## src/rtl/rr_channel_mux4.sv

```systemverilog
// Four-channel round-robin merger onto one registered valid/ready stream.
// Each output beat carries its source index; packet mode locks the grant until last.
module rr_channel_mux4 #(
    parameter int DATA_W   = 8,
    parameter bit PKT_MODE = 1'b1
) (
    input  logic                clk,
    input  logic                rst,
    input  logic [3:0]          in_valid,
    input  logic [4*DATA_W-1:0] in_data,
    input  logic [3:0]          in_last,
    output logic [3:0]          in_ready,
    output logic                out_valid,
    output logic [DATA_W-1:0]   out_data,
    output logic                out_last,
    output logic [1:0]          out_sel,
    input  logic                out_ready,
    output logic                busy
);

    typedef enum logic {ARB, HOLD} state_t;

    state_t     state, state_nxt;
    logic [1:0] ptr;
    logic [1:0] hold_ch;
    logic [1:0] grant;
    logic [1:0] sel;
    logic       any_valid;
    logic       load_en;
    logic       xfer;
    logic       sel_last;

    // The output slot can take a new beat when empty or being drained this cycle.
    assign load_en  = !out_valid || out_ready;
    assign sel      = (state == HOLD) ? hold_ch : grant;
    assign sel_last = in_last[sel];
    assign xfer     = in_valid[sel] && in_ready[sel];
    assign busy     = (state == HOLD);

    // Rotating priority search: iterate from the farthest slot back to ptr so the
    // nearest valid channel in ptr, ptr+1, .. order is the last (winning) write.
    always_comb begin
        // NOTE: every combinational output gets a default first so no latch is inferred.
        grant     = ptr;
        any_valid = 1'b0;
        for (int k = 3; k >= 0; k--) begin
            if (in_valid[ptr + 2'(k)]) begin
                grant     = ptr + 2'(k);
                any_valid = 1'b1;
            end
        end
    end

    // State register
    always_ff @(posedge clk or posedge rst) begin
        if (rst) begin
            state <= ARB;
        end else begin
            // NOTE: sequential state uses non-blocking assignments so all registers
            // update together from pre-edge values.
            state <= state_nxt;
        end
    end

    // Next-state logic
    always_comb begin
        state_nxt = state;
        case (state)
            ARB:  if (xfer && PKT_MODE && !sel_last) state_nxt = HOLD;
            HOLD: if (xfer && sel_last)              state_nxt = ARB;
            default: state_nxt = ARB;
        endcase
    end

    // Output logic: in HOLD the locked channel is offered ready regardless of valid.
    always_comb begin
        in_ready = 4'b0000;
        if (!rst && load_en) begin
            case (state)
                ARB:  if (any_valid) in_ready[grant] = 1'b1;
                HOLD: in_ready[hold_ch] = 1'b1;
                default: in_ready = 4'b0000;
            endcase
        end
    end

    // Output slot, pointer and locked channel
    always_ff @(posedge clk or posedge rst) begin
        if (rst) begin
            out_valid <= 1'b0;
            out_data  <= '0;
            out_last  <= 1'b0;
            out_sel   <= 2'd0;
            ptr       <= 2'd0;
            hold_ch   <= 2'd0;
        end else if (xfer) begin
            out_valid <= 1'b1;
            out_data  <= in_data[sel*DATA_W +: DATA_W];
            out_last  <= sel_last;
            out_sel   <= sel;
            if (state_nxt == ARB) ptr     <= sel + 2'd1;
            else                  hold_ch <= sel;
        end else if (out_ready) begin
            out_valid <= 1'b0;
        end
    end

endmodule

```

## config.mk

```make
export PLATFORM = sky130hd
export DESIGN_NAME = rr_channel_mux4
export DESIGN_NICKNAME = d
export VERILOG_FILES = /design/src/rtl/rr_channel_mux4.sv
export SDC_FILE = /design/constraint.sdc
export NUM_CORES = 1
export LEC_CHECK = 0
export CORE_MARGIN = 5
export CORE_UTILIZATION = 40
export DETAILED_ROUTE_END_ITERATION = 8
export GPL_ROUTABILITY_DRIVEN = 0
export GPL_TIMING_DRIVEN = 0
export PLACE_DENSITY_LB_ADDON = 0.3
export SETUP_SLACK_MARGIN = 0.2
export SYNTH_ARGS = -nofsm -noshare
export SYNTH_HDL_FRONTEND = slang
export SYNTH_SLANG_ARGS = --single-unit
```

## constraint.sdc

```tcl
create_clock -name clk -period 3 [get_ports clk]
set_input_delay 0.6 -clock clk [delete_from_list [all_inputs] [get_ports clk]]
set_output_delay 0.6 -clock clk [all_outputs]
set_load 0.02 [all_outputs]
```

---- After elaboration in Yosys (flattened, before gate mapping) ----
Cells that the tools add are included.
W data, S select, Z words.
word-level totals
  register bits ........................... 17
  bits in latches ......................... 0
  RAM bits ................................ 0
  bits in read-only memories .............. 0
  input port bits ......................... 43
  output and inout bits ................... 17
  word-level logic and storage cells ...... 71
  memories ................................ 0
cells by class
  add/subtract/negate cells ............... 4
  $mul .................................... 0
  div/mod/pow operators ................... 0
  $lt $le $gt $ge ......................... 9
  equal/unequal tests ..................... 0
  shift-type cells ........................ 1
  multiplexer cells ....................... 35
  bitwise gates (word level) .............. 2
  reductions and logical operators ........ 13
operators with widths
  operator               count
  $shiftx A32 B6 Y8      1
  $lt A2 B3 Y1 const B   7
  $mux W1                17
  $bmux W1 S2            7
  $mux W2                5
  $mux W4                2
  $pmux W4 S2            1
  $logic_and A1 B1 Y1    6
  $add A2 B1 Y2 const B  2
  $add A2 B2 Y2 const B  2
  $demux W1 S2           2
  $ge A2 B1 Y1 const B   2
  $reduce_and A2 Y1      2
  $logic_not A1 Y1       3
  $not A1 Y1             2
  $pmux W1 S2            1
  $reduce_bool A2 Y1     1
  $logic_or A1 B1 Y1     1

---- Depth between registers and ports, before layout ----
  depth after elaboration ................. 22
  mapped depth ............................ 9

---- Worst setup path before layout ----
No wires, ideal clock.
  path type ............................... input to register
  from .................................... input rst
  to ...................................... register out_data[0]
  library setup time ...................... 0.125 ns
  arrival time ............................ 2.896 ns
  required time ........................... 2.875 ns
  path slack .............................. -0.021 ns
  cell stages on the path ................. 9
  buffers on the path ..................... 2
  path through ............................ inv_1 > nand2_1 > or4_4 > o21ai_4 > a32oi_4 > and2_4 > buf_6 > buf_6 > mux2_4
between the ends
  cells in the longest elaborated chain, start to end .. 6
ends and longest elaborated chain
  element                        line  source
  start, declared                8     input logic rst,
  $logic_not A1 Y1 (no line)     --
  $logic_and A1 B1 Y1            78    if (!rst && load_en) begin
  $mux W4                        78
  via in_ready[1]                12    output logic [3:0] in_ready,
  $bmux W1 S2                    37    assign xfer = in_valid[sel] && in_ready[sel];
  $mux W1 (implied by the code)  37
  $logic_and A1 B1 Y1            37
  end signal, assigned           98    out_data <= in_data[sel*DATA_W +: DATA_W];
  end, declared                  14    output logic [DATA_W-1:0] out_data,
The timed path passes the listed nets, and every way through them passes these cells. The select of a mux whose other input is x is not followed.
A chain may end at the register's enable or synchronous reset.

---- Worst setup path after layout ----
  from .................................... input in_valid[3]
  to ...................................... output in_ready[0]
between the ends
  cells in the longest elaborated chain, start to end .. 13
  elaborated cells between the ends (all ways) .. 24
ends and longest elaborated chain
  element                                                             line  source
  start, declared                                                     9     input logic [3:0] in_valid,
  $bmux W1 S2                                                         47    if (in_valid[ptr + 2'(k)]) begin
  $mux W1 (implied by the code)                                       47
  $mux W2 (4 in a row)                                                47
  $lt A2 B3 Y1 (implied by the code) or $ge A2 B1 Y1 (tied branches)  80    ARB: if (any_valid) in_ready[grant] = 1'b1;
  $logic_and A1 B1 Y1 (implied by the code)                           80
  $mux W1 (implied by the code)                                       80
  $demux W1 S2                                                        80
  $mux W4 (*)                                                         80
  $pmux W4 S2 (*)                                                     79    case (state)
  $mux W4 (*)                                                         78
  end, declared                                                       12
Every way passes the cells marked *; elsewhere a longest branch is shown, timed or not. The select of a mux whose other input is x is not followed.

==> results.cfg <==
[detailed_routing]
route.met3.wl_um = 262
ant_nets = 0
wl_met2_mm = 1.73
drt_iter0_markers = 38
dr_total_vias = 1207
drc = 0
drt_pass1_iterations = 4
routed.top_layer = met4
vias_per_cell = 5.36
routedWlPerCell_um = 15.2
wirelength_mm = 3.41
drt-met1-wl_mm = 1.38

[synth]
synth_area_leader_cell = dfrtp_1
yosysUniqueCellTypes = 43
yosysMostFrequentCell = dfrtp_1
synth_simple_gate_area_frac = 0.161
syn_area_um2 = 1290
synth_compound_area_frac = 0.180
syn_nets = 156
yosysWarnings = 0
synth_edf_count = 0
ys_ff_latch = 17
synth_area_leaders = dfrtp_1 (33%), mux4_2 (14%), mux2_2 (6.1%)
postSynthAreaPerCell_um2 = 11.4
synth_commonest_cells = dfrtp_1 (17), nand2_1 (9), mux4_2 (8)
synth_seq_area_share = 0.329
synth-adder-area-share = 0
synth-xor-area-share = 0.00677
ys.flop_type = dfrtp_1
synthMuxAreaShare = 0.281
synth_cells = 113
synth_top_family_by_area = multiplexers
netlist.area_leader.share = 0.329
ys_async_sr_fraction = 1.00

[critical_path]
critPathRequiredTime_ns = 2.40
worstRegToRegCells = 9
crit_start = in_valid[3]
crit_buf_inv = 2
crit_family = buffers and inverters
crit_chain = clkdlybuf4s15_1, or2_4, o22ai_2, nor4_1, nor3_2, dlygate4sd2_1
critPathArrivalTime_ns = 2.13
reg2reg_from = ptr[1]
worst_setup_path_start_kind = input pin
crit_slowest_cell = dlygate4sd2_1
criticalPathCategory = input pin to output pin
reg2reg_slack_ns = 0.36
worstReg2RegEnd = out_data[0]
cp_max_fo = 6
end_kind = output pin
crit_path_max_incr_delay_ns = 0.37

[final_layout]
diodes = 0
area_growth_pct = 58.0
layout.nets = 225
final_cells = 225
drive_gt1_frac = 0.293

[status]
status = finished clean

[clock_tree]
cts_sinks = 17
clockBufferDepth = 2
ctsRootBufferMaster = clkbuf_4
clock_latency_ns = 0.28
clk_pin_slew_ns = 0.10
h-tree-depth = 1
cts_tree = yes
cts_buffers = 3

[global_route]
grt.total_usage = 0.163
grt_pass1_wl_mm = 5.54
grt_pass1_vias = 1307
overflow = 0
antenna_found_initial = 0
grt_start_max_net_pins = 19

[placed_design]
port_buffers = 59
dp_cells = 216
place_hpwl_mm = 2.66

[timing]
relSlewSlack = 0.727
setup_viol = 0
whs_ns = 0.486
period_share = 0.910
tightest_slew_ns = 0.404
rsz0062_at_grt = yes
timing.final.max_slew_violations = 0
fin_crit_ns = 2.73
skew_ns = 0.00312
finalHoldViolations = 0
fmax_mhz = 366

[pwr]
ir_drop_mv = 0.419
power.leakage_nw = 0.855
p_per_area_nw_per_um2 = 853

[die]
core_area_um2 = 3080
die_width_um = 66.9
rows = 20
die_h_um = 66.9
io_pins = 60
initial_core_util = 0.420
die_area_um2 = 4470

[hold_path]
holdPathEnd = out_sel[1]
worstHoldStart = out_sel[1]
hold_depth = 2
hp-class = flop to flop

[flow_run]
cap_violations = 0
area by class of cell:
| cell class | instances | area [um^2] |
|---|---|---|
| clock buffer | 4 | 26.3 |
| timing repair buffer | 64 | 614 |
| fill | 251 | 1030 |
| sequential | 17 | 425 |
| inverter | 6 | 26.3 |
| tap | 44 | 55.1 |
| buffer | 4 | 32.5 |
| multi-input combinational | 86 | 865 |
logic make-up (layout without fill, tap and decap cells):
logic type             after synthesis  after routing
flip-flops                          17             17
AO/OA/AOI/OAI                       25             25
buffers and inverters               10             78
AND/OR/NAND/NOR                     37             37
XOR/XNOR                             1              1
multiplexers                        23             23
cell usage in the layout (no fill, tap or decap), types with 2 or more instances in the layout:
master and count:
clkdlybuf4s50_1 51, dfrtp_1 17, nand2_1 8, mux4_2 8
mux2_2 7, nor2_1 6, buf_4 6, inv_1 5
mux2_4 5, dlygate4sd2_1 5, nand3_1 4, a41oi_1 3
mux2i_1 3, o211ai_1 3, clkbuf_4 3, nand2b_1 2
nor3_1 2, o31a_1 2, nor4_1 2, buf_6 2
buf_2 2, o21ai_0 2
repair_timing:
| item | CTS | global route |
|---|---|---|
| endpoints found under the setup margin | 19 | 9 |
| resized for setup | 18 | 7 |
| hold buffers | 0 | 0 |
| buffers inserted | 2 | 3 |
| pin swaps | 1 | 0 |
tightest hold or removal path: stages (launching register included):
cell	delay, ns
dfrtp_1	0.36
nand2_1	0.05
nand2_1	0.05
where the power goes:
part / switching, mW / leakage [nW] / internal [mW]
registers: 0.105 / 0.191 / 0.337
clock network: 0.0699 / 0.0150 / 0.0516
logic: 0.536 / 0.650 / 0.644
total: 0.711 / 0.855 / 1.03
metrics by stage:
| stage | power, mW | setup TNS, ns | cell area [um^2] | setup WS, ns | util |
|---|---|---|---|---|---|
| 2_1_floorplan | 1.21 | 0 | 1300 | 0.232 | - |
| 3_3_place_gp | 1.56 | -4.96 | 1940 | -0.594 | 0.631 |
| 3_5_place_dp | 1.59 | -6.06 | 1940 | -0.633 | 0.631 |
| 4_1_cts | 1.73 | 0 | 2000 | 0.210 | 0.650 |
| 5_1_grt | 1.87 | 0 | 2040 | 0.197 | 0.664 |
| 6_report | 1.74 | 0 | 2040 | 0.271 | 0.664 |
how the worst max path moves through the flow:
stage                       end  slack [ns]  cells after the start
floorplan           out_data[0]        0.23                      9
global route        in_ready[0]        0.20                      6
detailed placement  in_ready[1]       -0.63                      6
CTS                 in_ready[0]        0.21                      6
global placement    in_ready[1]       -0.59                      6
finish              in_ready[0]        0.27                      6
per-layer routing:
metal / vias up / GRT usage
li1: 576 / -
met1: 582 / 0.181
met2: 45 / 0.295
met3: 4 / 0.0489
met4: 0 / 0.0532
met5: - / 0
registers in the layout, summed over array words and instances, names as in the netlist:
signal	flops
out_data	8
hold_ch	2
out_sel	2
ptr	2
busy	1
out_last	1
out_valid	1
No activity file was read; power rests on OpenSTA's default activity.
